==> config.mk <==
export PLATFORM = sky130hd
export DESIGN_NAME = axi_wr_arbiter
export DESIGN_NICKNAME = d
export VERILOG_FILES = /design/src/rtl/axi_wr_arbiter.sv
export SDC_FILE = /design/constraint.sdc
export NUM_CORES = 1
export LEC_CHECK = 0
export BUFFER_PORTS_ARGS = -buffer_cell sky130_fd_sc_hd__buf_2
export CAP_MARGIN = 5
export CORE_AREA = 2 2 605 607
export DETAILED_ROUTE_END_ITERATION = 7
export DIE_AREA = 0 0 607 609
export GPL_ROUTABILITY_DRIVEN = 1
export PLACE_DENSITY = 0.3
export SLEW_MARGIN = 15
export SYNTH_ARGS = -nofsm -noshare
export SYNTH_HDL_FRONTEND = slang
export SYNTH_SLANG_ARGS = --single-unit
==> constraint.sdc <==
create_clock -name clk -period 4.6 [get_ports clk]
set_input_delay 0.92 -clock clk [delete_from_list [all_inputs] [get_ports clk]]
set_output_delay 0.92 -clock clk [all_outputs]
set_load 0.01 [all_outputs]
==> src/rtl/axi_wr_arbiter.sv <==
// Round-robin arbiter sharing one AXI write port among NUM_PORTS engines; W follows AW grant order.
// Optional statistics counters (grant_cnt, fifo_full_cycles) when WR_ARB_STATS_EN is defined.
module axi_wr_arbiter #(
  parameter int unsigned NUM_PORTS   = 4,
  parameter int unsigned ADDR_WIDTH  = 33,
  parameter int unsigned DATA_WIDTH  = 256,
  parameter int unsigned ID_WIDTH    = 5,
  parameter int unsigned ORDER_DEPTH = 8
) (
  input  logic                            clk,
  input  logic                            rst,
  // Per-engine slave side
  input  logic [NUM_PORTS-1:0]            s_axi_AWVALID,
  output logic [NUM_PORTS-1:0]            s_axi_AWREADY,
  input  logic [NUM_PORTS*ADDR_WIDTH-1:0] s_axi_AWADDR,
  input  logic [NUM_PORTS*8-1:0]          s_axi_AWLEN,
  input  logic [NUM_PORTS-1:0]            s_axi_WVALID,
  input  logic [NUM_PORTS-1:0]            s_axi_WLAST,
  output logic [NUM_PORTS-1:0]            s_axi_WREADY,
  input  logic [NUM_PORTS*DATA_WIDTH-1:0] s_axi_WDATA,
  output logic [NUM_PORTS-1:0]            s_axi_BVALID,
  output logic [NUM_PORTS*2-1:0]          s_axi_BRESP,
  input  logic [NUM_PORTS-1:0]            s_axi_BREADY,
  // Shared master side
  output logic                            m_axi_AWVALID,
  output logic [ADDR_WIDTH-1:0]           m_axi_AWADDR,
  output logic [7:0]                      m_axi_AWLEN,
  output logic [ID_WIDTH-1:0]             m_axi_AWID,
  input  logic                            m_axi_AWREADY,
  output logic                            m_axi_WVALID,
  output logic [DATA_WIDTH-1:0]           m_axi_WDATA,
  output logic                            m_axi_WLAST,
  input  logic                            m_axi_WREADY,
  input  logic                            m_axi_BVALID,
  input  logic [1:0]                      m_axi_BRESP,
  input  logic [ID_WIDTH-1:0]             m_axi_BID,
  output logic                            m_axi_BREADY
`ifdef WR_ARB_STATS_EN
  ,
  output logic [NUM_PORTS*32-1:0]         grant_cnt,
  output logic [31:0]                     fifo_full_cycles
`endif
);

  localparam int unsigned PW = (NUM_PORTS > 1) ? $clog2(NUM_PORTS) : 1;
  localparam int unsigned FW = (ORDER_DEPTH > 1) ? $clog2(ORDER_DEPTH) : 1;
  localparam logic [PW-1:0] LastPort = PW'(NUM_PORTS - 1);

  logic                  aw_valid_q;
  logic [ADDR_WIDTH-1:0] aw_addr_q;
  logic [7:0]            aw_len_q;
  logic [ID_WIDTH-1:0]   aw_id_q;
  logic [PW-1:0]         rr_ptr_q;

  logic [PW-1:0]         fifo_mem [ORDER_DEPTH];
  logic [FW-1:0]         wr_ptr_q, rd_ptr_q;
  logic [FW:0]           count_q;
  logic                  fifo_empty, fifo_full;

  logic                  aw_free, gnt, push, pop, w_en, bid_ok;
  logic [PW-1:0]         gnt_idx, head, bid_idx;
  int unsigned           cand;

  assign fifo_empty = (count_q == '0);
  assign fifo_full  = (count_q == (FW+1)'(ORDER_DEPTH));
  assign aw_free    = !aw_valid_q || m_axi_AWREADY;

  // Round-robin search starting at the port after the last grant.
  always_comb begin
    gnt     = 1'b0;
    gnt_idx = '0;
    cand    = 0;
    if (!rst && aw_free && !fifo_full) begin
      for (int unsigned i = 0; i < NUM_PORTS; i++) begin
        cand = (32'(rr_ptr_q) + i) % NUM_PORTS;
        if (!gnt && s_axi_AWVALID[cand]) begin
          gnt     = 1'b1;
          gnt_idx = PW'(cand);
        end
      end
    end
  end

  always_comb begin
    s_axi_AWREADY = '0;
    if (gnt) s_axi_AWREADY[gnt_idx] = 1'b1;
  end

  assign push = gnt;
  assign pop  = m_axi_WVALID && m_axi_WREADY && m_axi_WLAST;

  always_ff @(posedge clk) begin
    if (rst) begin
      aw_valid_q <= 1'b0;
      aw_addr_q  <= '0;
      aw_len_q   <= '0;
      aw_id_q    <= '0;
      rr_ptr_q   <= '0;
      wr_ptr_q   <= '0;
      rd_ptr_q   <= '0;
      count_q    <= '0;
    end else begin
      if (gnt) begin
        aw_valid_q <= 1'b1;
        aw_addr_q  <= s_axi_AWADDR[gnt_idx*ADDR_WIDTH +: ADDR_WIDTH];
        aw_len_q   <= s_axi_AWLEN[gnt_idx*8 +: 8];
        aw_id_q    <= ID_WIDTH'(gnt_idx);
        rr_ptr_q   <= (gnt_idx == LastPort) ? '0 : gnt_idx + 1'b1;
      end else if (m_axi_AWREADY) begin
        aw_valid_q <= 1'b0;
      end
      if (push) wr_ptr_q <= wr_ptr_q + 1'b1;
      if (pop)  rd_ptr_q <= rd_ptr_q + 1'b1;
      case ({push, pop})
        2'b10:   count_q <= count_q + 1'b1;
        2'b01:   count_q <= count_q - 1'b1;
        default: count_q <= count_q;
      endcase
    end
  end

  always_ff @(posedge clk) begin
    if (push) fifo_mem[wr_ptr_q] <= gnt_idx;
  end

  assign m_axi_AWVALID = aw_valid_q;
  assign m_axi_AWADDR  = aw_addr_q;
  assign m_axi_AWLEN   = aw_len_q;
  assign m_axi_AWID    = aw_id_q;

  // W follows the oldest outstanding AW; a port not at the head is stalled.
  assign head = fifo_mem[rd_ptr_q];
  assign w_en = !fifo_empty && !rst;

  always_comb begin
    m_axi_WVALID = w_en && s_axi_WVALID[head];
    m_axi_WLAST  = w_en && s_axi_WLAST[head];
    m_axi_WDATA  = s_axi_WDATA[head*DATA_WIDTH +: DATA_WIDTH];
    s_axi_WREADY = '0;
    if (w_en) s_axi_WREADY[head] = m_axi_WREADY;
  end

  // Responses carrying an ID outside the port range are acknowledged and dropped.
  assign bid_idx = m_axi_BID[PW-1:0];
  assign bid_ok  = ({1'b0, m_axi_BID} < (ID_WIDTH+1)'(NUM_PORTS));
  assign s_axi_BRESP = {NUM_PORTS{m_axi_BRESP}};

  always_comb begin
    s_axi_BVALID = '0;
    m_axi_BREADY = 1'b1;
    if (bid_ok) begin
      s_axi_BVALID[bid_idx] = m_axi_BVALID;
      m_axi_BREADY          = s_axi_BREADY[bid_idx];
    end
  end

`ifdef WR_ARB_STATS_EN
  logic [31:0] grant_cnt_q [NUM_PORTS];
  logic [31:0] full_cnt_q;

  always_ff @(posedge clk) begin
    if (rst) begin
      for (int unsigned i = 0; i < NUM_PORTS; i++) grant_cnt_q[i] <= '0;
      full_cnt_q <= '0;
    end else begin
      if (gnt)       grant_cnt_q[gnt_idx] <= grant_cnt_q[gnt_idx] + 32'd1;
      if (fifo_full) full_cnt_q <= full_cnt_q + 32'd1;
    end
  end

  always_comb begin
    grant_cnt = '0;
    for (int unsigned i = 0; i < NUM_PORTS; i++) grant_cnt[i*32 +: 32] = grant_cnt_q[i];
  end

  assign fifo_full_cycles = full_cnt_q;
`endif

endmodule

==> qor.yml, run 1 <==
run_status:
  outcome: "completed"
drt:
  routed_wl_um: 281000
  vias: 24500
  ant_nets: 0
  dr_wl_met3_um: 33600
  drt_iter0_markers: 2537
  vias_per_cell: 2.92
  wl_met1_um: 96800
  wire_per_inst_um: 33.6
  topRoutingLayerUsed: "met5"
  drc_errors: 0
  first_pass_iters: 6
  wl_met2_um: 139000
timing:
  fin_tns_setup_ns: 0
  rsz0062_at_grt: "no"
  skew_ns: 0.0178
  clock.fmax_mhz: 218
  worst_pin_slew_ns: 0.881
  slew_headroom: 0.413
  fin_crit_sh: 0.997
  setup_violations: 0
  maxSlewViolCount: 0
  hold_viol: 0
  finalWorstPathRequiredPeriod_ns: 4.59
  setup_slack_ns: 0.0120
layout:
  fin_area_um2: 26700
  multi_input_area_um2: 9630
  area_growth_pct: 118
  fillers: 43500
  final_core_util: 0.0733
  layout_common_cells: "buf_2, nand2_1, a31oi_1"
  fin_nets: 4642
  layout-drive-gt1-share: 0.486
  layout.cells.non_filler: 8386
  mostFrequentLayoutCell: "buf_2"
  regArea_um2: 1660
grt:
  gr-total-overflow: 0
  grt_max_degree: 94
  grtUsageTotal: 0.145
  grt_pass1_wl_um: 329000
  grt_pass1_vias: 22900
  antenna_found_initial: 404
clocking:
  clkTransAtPathRegs_ns: 0.08
  cts_buffer_depth: 2
  numCtsBuffers: 9
  clkSinkCount: 75
  hold_buffers: 0
  cts_tree: "yes"
  htreeDepth: 3
  postCtsSetupBuffers: 0
  cts-root-buf: "clkbuf_16"
  clkLatencyLatePin_ns: 0.40
yosys:
  ys_seq_area_frac: 0.136
  ys_seq_elements: 75
  synth-simple-area-share: 0.377
  synthesis.area_um2: 12300
  syn_inst: 2012
  synth_xor_area_frac: 0.00500
  synth_top_family_by_area: "simple AND/OR/NAND/NOR gates"
  synth_top_area_share: 0.200
  synthFlopType: "dfxtp_1"
  synth_edf_count: 16
  synth.mux.area_fraction: 0.0205
  synth_compound_area_frac: 0.368
  syn_area_per_cell_um2: 6.09
  synth_top_cell_by_area: "nand2_1"
  synthAdderAreaFrac: 0.00919
  synthTopCellsByArea: "nand2_1, a211oi_1, a31oi_1"
  async_flop_share: 0
  yosysWarnings: 0
  yosysUniqueCellTypes: 44
hold_path:
  hp-start: "rd_ptr_q[2]$_SDFFE_PP0P_"
  hold_depth: 1
  hp-class: "reg2reg"
pwr:
  power_leakage_nw: 10.7
  power_density_nw_per_um2: 214
  ir_worst_vdd_uv: 186
worst_setup_path:
  crit_fanout: 75
  path_cells: "mux2i_1 -> mux4_4 -> buf_12 -> buf_4 -> a211oi_1 -> a31oi_1 -> buf_2"
  worst_path_largest_cell_delay_ns: 0.70
  cp.arrival_ns: 3.67
  worst_setup_path_start_kind: "flip-flop"
  cp-end-kind: "output pin"
  required_ns: 3.68
  path_class: "reg2out"
  critPathSlowestCell: "a211oi_1"
  r2r_cells: 12
  r2r_end: "count_q[2]$_SDFFE_PP0P_"
  regToRegSetupSlack_ns: 1.01
place:
  gp_congestion: 0.963
  portBuffers: 1528
  place_worst_setup_slack_ns: 0.308
  place_area_um2: 26000
  dp_cells: 8222
  dp_hpwl_um: 258000
floorplanning:
  start_util: 0.0337
  die_area_um2: 370000
  num_rows: 222
  die_h_um: 609
  io_pins: 1542
  design.core.area_um2: 364000
  die_w_um: 607
job:
  drv_cap: 0
[worst max-delay path: cells and delay by family (launching register included)]
| kind | cells | cell delay [ns] |
|---|---|---|
| AO/OA/AOI/OAI | 2 | 0.85 |
| buffers and inverters | 3 | 0.82 |
| flip-flops | 1 | 0.60 |
| multiplexers | 2 | 0.83 |
[kinds of logic (layout without fill, tap and decap cells)]
family | count (synthesis) | after routing
AOI/OAI and AO/OA | 655 | 655
DFF | 75 | 75
other | 1 | 151
muxes | 15 | 15
xor gates and xnor gates | 7 | 7
and+or+nand+nor | 1015 | 1015
adders and majority gates | 9 | 9
buffers and inverters | 235 | 1643
[per-stage QoR]
| step | power, mW | hold slack (ns) |
|---|---|---|
| after global routing | 6.02 | 0.488 |
| after CTS | 5.81 | 0.471 |
| after floorplan | 2.43 | 0.427 |
| after global placement | 5.01 | 0.461 |
| after detailed placement | 4.98 | 0.460 |
| final | 5.72 | 0.468 |
[cells in the mapped netlist (2+ instances only)]
library cell / n
nand3_1: 44
a32o_1: 41
mux4_2: 7
buf_1: 7
nand2_1: 653
mux2i_1: 6
inv_1: 2
ha_1: 9
buf_2: 70
inv_2: 3
nand2b_1: 9
xnor2_1: 2
a31oi_1: 297
and3_1: 4
or3_1: 2
nor3_1: 11
dfxtp_1: 59
a21oi_1: 12
clkbuf_2: 4
nor3b_1: 2
o21a_1: 2
buf_4: 14
nor2_1: 20
nor4bb_1: 2
xor2_1: 5
o21ai_0: 45
clkbuf_1: 134
edfxtp_1: 16
nor4_1: 2
and2_1: 259
a211oi_1: 256
[report_power, final]
group	total, mW	internal, mW	switching, mW
logic	4.15	1.41	2.73
clock network	0.785	0.383	0.402
registers	0.787	0.741	0.0459
[state kept, by name (all words and copies together), names as in the netlist, named ones only]
name           cells
count_q            4
fifo_mem          16
m_axi_AWADDR      33
m_axi_AWID         2
m_axi_AWLEN        8
m_axi_AWVALID      1
rd_ptr_q           3
rr_ptr_q           2
wr_ptr_q           3
[worst max-delay path by stage]
stage / startpoint / end / slack, ns
after floorplan: s_axi_AWVALID[3] / s_axi_AWREADY[3] / 1.17
after global placement: flip-flop / m_axi_WDATA[181] / 0.35
after detailed placement: flip-flop / m_axi_WDATA[181] / 0.31
after CTS: flip-flop / m_axi_WDATA[215] / 0.03
after global routing: flip-flop / m_axi_WDATA[51] / 0.04
final: flip-flop / m_axi_WDATA[51] / 0.01
[metal layers]
layer | track usage | vias up
met1 | 0.150 | 11400
met4 | 0.0335 | 208
met3 | 0.0664 | 789
met5 | 0 | -
met2 | 0.263 | 1823
li1 | - | 10300
[area by class of cell]
cell class	instances	share of cell area
multi-input cells	1704	0.361
repair buffers	1621	0.324
well taps	4816	0.226
flip-flops and latches	75	0.0623
inverters	6	0.000939
diodes	148	0.0139
clock buffers	9	0.00845
clock inverters	7	0.00253
[repair_timing]
action,CTS,global route
resized for setup,1,2
pin swaps,0,0
setup endpoints to repair,1,2
Note: power is estimated with default switching activity, not from simulation.
==> inputs of run 2 (changes only) <==
--- a/config.mk
+++ b/config.mk
@@ -11,7 +11,9 @@
 export DETAILED_ROUTE_END_ITERATION = 7
 export DIE_AREA = 0 0 607 609
 export GPL_ROUTABILITY_DRIVEN = 1
+export MAX_ROUTING_LAYER = met4
 export PLACE_DENSITY = 0.3
+export RECOVER_POWER = 25
 export SLEW_MARGIN = 15
 export SYNTH_ARGS = -nofsm -noshare
 export SYNTH_HDL_FRONTEND = slang
==> run 2 against run 1 <==
Net effect:
- wire length is 0.42% higher
- power shrank 0.50%
- clock skew down 0.0017 ns
- critical path depth fell by 2
- combinational power is essentially flat
- die area unchanged
- critical endpoint is now m_axi_WDATA[216]
- sequential share of layout area about the same
- count of clock-buffer cells in the layout unchanged
- highest routed layer is now met4
- non-clock buffer count up 3
- clock power shrank 2%
==> qor.yml, run 2 (same netlist as run 1, synthesis figures left out) <==
grt:
  grtUsageTotal: 0.150  # +0.00477
  grt_max_degree: 96  # +2.1%
  grt_pass1_vias: 23000  # +0.39%
  antenna_found_initial: 406  # +0.50%
  grt_pass1_wl_um: 330000  # +0.36%
  gr-total-overflow: 0  # unchanged
timing:
  setup_violations: 0  # unchanged
  skew_ns: 0.0161  # -0.00167 ns
  clock.fmax_mhz: 223  # +2.1%
  fin_crit_sh: 0.977  # -0.0207
  setup_slack_ns: 0.107  # +0.0952 ns
  holdWs_ns: 0.465  # -0.00308 ns
  slew_headroom: 0.0631  # -0.350
  worst_pin_slew_ns: 1.41  # +0.524 ns
  hold_viol: 0  # unchanged
  maxSlewViolCount: 0  # unchanged
  rsz0062_at_grt: "no"
  finalWorstPathRequiredPeriod_ns: 4.49  # -0.0952 ns
worst_setup_path:
  regToRegSetupSlack_ns: 0.58  # -0.43 ns
  worst_path_largest_cell_delay_ns: 1.11  # +0.41 ns
  worst_setup_path_start_kind: "flip-flop"
  r2r_start: "count_q[0]$_SDFFE_PP0P_"
  required_ns: 3.68  # about the same
  path_delay_family: "compound AO/OA/AOI/OAI gates"
  cp-end-kind: "output pin"
  critPathCapture: "m_axi_WDATA[216]"
  critPathSlowestCell: "a211oi_1"
  path_buf_inv: 1  # -2
  cp.depth: 5  # -2
  r2r_end: "m_axi_AWADDR[15]$_SDFFE_PP0P_"
  cp.arrival_ns: 3.57  # -0.10 ns
  path_cells: "mux4_2 -> mux2_8 -> a211oi_1 -> a31oi_1 -> buf_2"
  path_class: "reg2out"
  r2r_cells: 8  # -4
  crit_fanout: 45  # -40%
place:
  portBuffers: 1528  # unchanged
  gp_congestion: 1.00  # +3.9%
  place_area_um2: 26000  # -0.11%
  place_worst_setup_slack_ns: 0.248  # -0.0603 ns
  dp_hpwl_um: 260000  # +0.47%
pwr:
  power_leakage_nw: 10.5  # -1.8%
  ir_worst_vdd_uv: 186  # +0.28%
  power_density_nw_per_um2: 212  # -0.99%
  finalPower_mw: 5.69  # -0.50%
clocking:
  clkLatencyLatePin_ns: 0.39  # about the same
  cts_buffer_depth: 2  # unchanged
  numCtsBuffers: 9  # unchanged
  htreeDepth: 3  # unchanged
  clkTransAtPathRegs_ns: 0.08  # about the same
  clkSinkCount: 75  # unchanged
  cts-root-buf: "clkbuf_16"
  cts_tree: "yes"
drt:
  drc_errors: 0  # unchanged
  wl_met2_um: 141000  # +1.5%
  vias_per_cell: 2.84  # -2.7%
  wire_per_inst_um: 33.3  # -0.75%
  topRoutingLayerUsed: "met4"
  ant_nets: 0  # unchanged
  routed_wl_um: 283000  # +0.42%
  vias: 24100  # -1.6%
  dr_wl_met3_um: 33600  # about the same
  wl_met1_um: 98800  # +2.1%
  first_pass_iters: 7  # +1
  drt_iter0_markers: 2120  # -16%
layout:
  layout_common_cells: "buf_2, nand2_1, a31oi_1"
  largest_reg_flops: 33  # unchanged
  final_core_util: 0.0736  # +0.000365
  fin_area_um2: 26800  # +0.50%
  layout-drive-gt1-share: 0.472  # -0.0133
  area_growth_pct: 119
  mostFrequentLayoutCell: "buf_2"
  fin_nets: 4645  # +0.065%
floorplanning:
  num_rows: 222  # unchanged
  io_pins: 1542  # unchanged
  die_w_um: 607  # unchanged
  design.core.area_um2: 364000  # unchanged
  die_h_um: 609  # unchanged
  die_area_um2: 370000  # unchanged
  start_util: 0.0337  # unchanged
job:
  drv_cap: 0  # unchanged
hold_path:
  hp-class: "reg2reg"
run_status:
  outcome: "completed"
[run 2: changes by cell type in the layout (fill, tap and decap cells not counted), sizes merged]
cell	delta
inv	-2
clkbuf	+49
buf	-46
diode	+96
clkinvlp	+2
[run 2: worst register-to-register path: stages (launching register included)]
cell and delay [ns]:
dfxtp_1 0.38, or4b_1 0.54, and3_4 0.22, and2_0 0.23, clkinvlp_2 0.13, clkbuf_2 1.00, clkbuf_2 0.79, a31oi_1 0.29
a32o_1 0.33
[run 2: worst min-delay path by stage]
stage                                     startpoint                          to  slack, ns  cells after the start
after floorplan             rd_ptr_q[2]$_SDFFE_PP0P_                   flip-flop       0.43                      1
after global placement    m_axi_AWID[1]$_SDFFE_PP0P_  m_axi_AWID[1]$_SDFFE_PP0P_       0.46                      2
after detailed placement  m_axi_AWID[1]$_SDFFE_PP0P_  m_axi_AWID[1]$_SDFFE_PP0P_       0.46                      2
after CTS                 m_axi_AWID[1]$_SDFFE_PP0P_  m_axi_AWID[1]$_SDFFE_PP0P_       0.47                      2
after global routing      m_axi_AWID[1]$_SDFFE_PP0P_  m_axi_AWID[1]$_SDFFE_PP0P_       0.50                      2
final                     m_axi_AWID[1]$_SDFFE_PP0P_  m_axi_AWID[1]$_SDFFE_PP0P_       0.46                      2
[run 2: cell type report]
| cell class | instances | area [um2] |
|---|---|---|
| antenna | 244 | 611 |
| clock buffer | 9 | 225 |
| clock inverter | 7 | 68.8 |
| fill | 43700 | 337000 |
| inverter | 6 | 23.8 |
| multi-input combinational | 1704 | 9640 |
| sequential | 75 | 1660 |
| tap | 4816 | 6030 |
| timing repair buffer | 1624 | 8540 |
[run 2: routing by layer]
metal / up-vias / GRT usage
met5: - / -
met4: 0 / 0.0322
met3: 554 / 0.0692
met2: 1806 / 0.265
met1: 11400 / 0.149
li1: 10400 / -
[run 2: what timing repair did]
action | 4_1_cts | 5_1_grt
setup endpoints to repair | 6 | 0
hold endpoints to repair | 0 | 0
buffers inserted | 0 | 0
resized for setup | 6 | 0
hold buffers | 0 | 0
[run 2: report_power, final]
group | leakage, nW | switching [mW] | internal [mW]
registers | 0.638 | 0.0499 | 0.742
clock network | 0.139 | 0.385 | 0.380
logic | 9.71 | 2.74 | 1.39
[run 2: through the flow]
step	setup TNS (ns)	std cells
finish	0	8485
global route	0	8443
CTS	0	8241
detailed placement	0	8225
global placement	-0.222	8224
floorplan	0	2014
==> inputs of run 3 (changes only) <==
--- a/config.mk
+++ b/config.mk
@@ -14,6 +14,7 @@
 export MAX_ROUTING_LAYER = met4
 export PLACE_DENSITY = 0.3
 export RECOVER_POWER = 25
+export REMOVE_ABC_BUFFERS = 1
 export SLEW_MARGIN = 15
 export SYNTH_ARGS = -nofsm -noshare
 export SYNTH_HDL_FRONTEND = slang
==> run 3 against run 2 <==
Net effect:
- sequential cell count is the same
- clock power is 1% higher
- largest power group unchanged
- critical path depth grew 3
- sequential power is 0.5% lower
- count of clock-buffer cells in the layout unchanged
- critical endpoint is now m_axi_WDATA[180]
==> qor.yml, run 3 (same netlist as run 1, synthesis figures left out) <==
run_status:
  outcome: "completed"
clocking:
  htreeDepth: 3  # unchanged
  cts_buffer_depth: 2  # unchanged
  clkTransAtPathRegs_ns: 0.07  # about the same
  cts_tree: "yes"
  numCtsBuffers: 9  # unchanged
  clkLatencyLatePin_ns: 0.38  # about the same
  clkSinkCount: 75  # unchanged
  hold_buffers: 0  # unchanged
  cts-root-buf: "clkbuf_16"
pwr:
  power_leakage_nw: 10.5  # +0.50%
  ir_worst_vdd_uv: 168  # -9.8%
  finalPower_mw: 5.87  # +3.2%
  power_density_nw_per_um2: 214  # +0.73%
timing:
  worst_pin_slew_ns: 1.22  # -0.184 ns
  rsz0062_at_grt: "no"
  hold_viol: 0  # unchanged
  skew_ns: 0.0185  # +0.00237 ns
  setup_violations: 0  # unchanged
  fin_crit_sh: 0.965  # -0.0113
  finalWorstPathRequiredPeriod_ns: 4.44  # -0.0521 ns
  slew_headroom: 0.186  # +0.123
  clock.fmax_mhz: 225  # +1.2%
  setup_slack_ns: 0.159  # +0.0521 ns
  maxSlewViolCount: 0  # unchanged
grt:
  gr-total-overflow: 0  # unchanged
  grt_max_degree: 98  # +2.1%
  grt_pass1_wl_um: 353000  # +7.1%
  antenna_found_initial: 550  # +35%
  grtUsageTotal: 0.161  # +0.0118
  grt_pass1_vias: 22900  # -0.43%
worst_setup_path:
  required_ns: 3.68  # about the same
  cp.arrival_ns: 3.52  # -0.05 ns
  worst_setup_path_start_kind: "flip-flop"
  path_buf_inv: 4  # +3
  critPathSlowestCell: "a211oi_1"
  path_class: "reg2out"
  crit_fanout: 97  # +120%
  worst_path_largest_cell_delay_ns: 0.68  # -0.43 ns
  cp_common_cell: "buf_12"
  path_cells: "mux2i_1 -> mux4_4 -> buf_12 -> buf_4 -> buf_12 -> a211oi_1 -> a31oi_1 -> buf_2"
  cp-end-kind: "output pin"
  path_delay_family: "compound AO/OA/AOI/OAI gates"
drt:
  dr_wl_met3_um: 41800  # +24%
  ant_nets: 0  # unchanged
  wire_per_inst_um: 34.9  # +4.8%
  drc_errors: 0  # unchanged
  topRoutingLayerUsed: "met4"
  drt_iter0_markers: 2025  # -4.5%
  wl_met2_um: 136000  # -3.6%
  routed_wl_um: 304000  # +7.5%
  wl_met1_um: 117000  # +19%
  vias_per_cell: 2.85  # +0.26%
  vias: 24800  # +2.8%
  first_pass_iters: 5  # -2
place:
  place_worst_setup_slack_ns: 0.103  # -0.144 ns
  dp_hpwl_um: 281000  # +8.4%
  gp_congestion: 0.980  # -2.1%
  portBuffers: 1528  # unchanged
hold_path:
  hp-class: "reg2reg"
layout:
  mostFrequentLayoutCell: "buf_2"
  largest_reg_flops: 33  # unchanged
  layout_common_cells: "buf_2, nand2_1, a31oi_1"
  layout-drive-gt1-share: 0.471  # -0.00101
  fin_nets: 4646  # +0.022%
  area_growth_pct: 124
  fillers: 43600  # -0.31%
floorplanning:
  die_h_um: 609  # unchanged
  die_w_um: 607  # unchanged
  design.core.area_um2: 364000  # unchanged
  start_util: 0.0337  # unchanged
  die_area_um2: 370000  # unchanged
  num_rows: 222  # unchanged
  io_pins: 1542  # unchanged
job:
  drv_cap: 0  # unchanged
## run 3: through the flow
stage / setup TNS (ns) / hold WS (ns) / util / cell area, um2 / cells
6_report: 0 / 0.463 / 0.0754 / 27400 / 8702
5_1_grt: 0 / 0.476 / 0.0752 / 27400 / 8668
4_1_cts: 0 / 0.461 / 0.0725 / 26400 / 8242
3_5_place_dp: 0 / 0.450 / 0.0714 / 26000 / 8221
3_3_place_gp: -0.000578 / 0.448 / 0.0714 / 26000 / 8221
2_1_floorplan: -1002.85 / 0.427 / - / 11300 / 1785
## run 3: layout make-up
cell class | instances | area, um2 | area share
inverters | 6 | 23.8 | 0.000866
flip-flops and latches | 75 | 1660 | 0.0606
diodes | 460 | 1150 | 0.0420
clock buffers | 9 | 225 | 0.00821
clock inverters | 7 | 76.3 | 0.00278
repair buffers | 1625 | 8640 | 0.315
multi-input cells | 1704 | 9630 | 0.351
well taps | 4816 | 6030 | 0.220
## run 3: layer usage
metal  track usage  vias to the layer above
met4        0.0304                        0
met1         0.176                    11700
met3        0.0931                      537
met2         0.254                     1858
li1              -                    10700
met5             -                        -
## run 3: what timing repair did
action / 4_1_cts / 5_1_grt
endpoints found under the setup margin: 8 / 0
resized for setup: 5 / 0
setup buffers: 5 / 0
## run 3: final timing paths
kind | start | slack, ns | cells past startpoint | to
max | flip-flop | 0.16 | 8 | m_axi_WDATA[180]
min | m_axi_AWID[1]$_SDFFE_PP0P_ | 0.46 | 2 | m_axi_AWID[1]$_SDFFE_PP0P_
max reg2reg | flip-flop | 0.84 | 12 | count_q[2]$_SDFFE_PP0P_
min reg2reg | m_axi_AWID[1]$_SDFFE_PP0P_ | 0.46 | 2 | m_axi_AWID[1]$_SDFFE_PP0P_
## run 3: tightest hold or removal path, stage by stage, from the launching register on
cell and delay [ns]:
dfxtp_1 0.32, nand2_1 0.05, a21oi_1 0.05
## run 3: power breakdown
part           switching, mW  leakage, nW  internal, mW  total [mW]
Sequential            0.0464        0.638         0.741       0.788
Combinational           2.88         9.75          1.42        4.31
Clock                  0.389        0.152         0.388       0.776
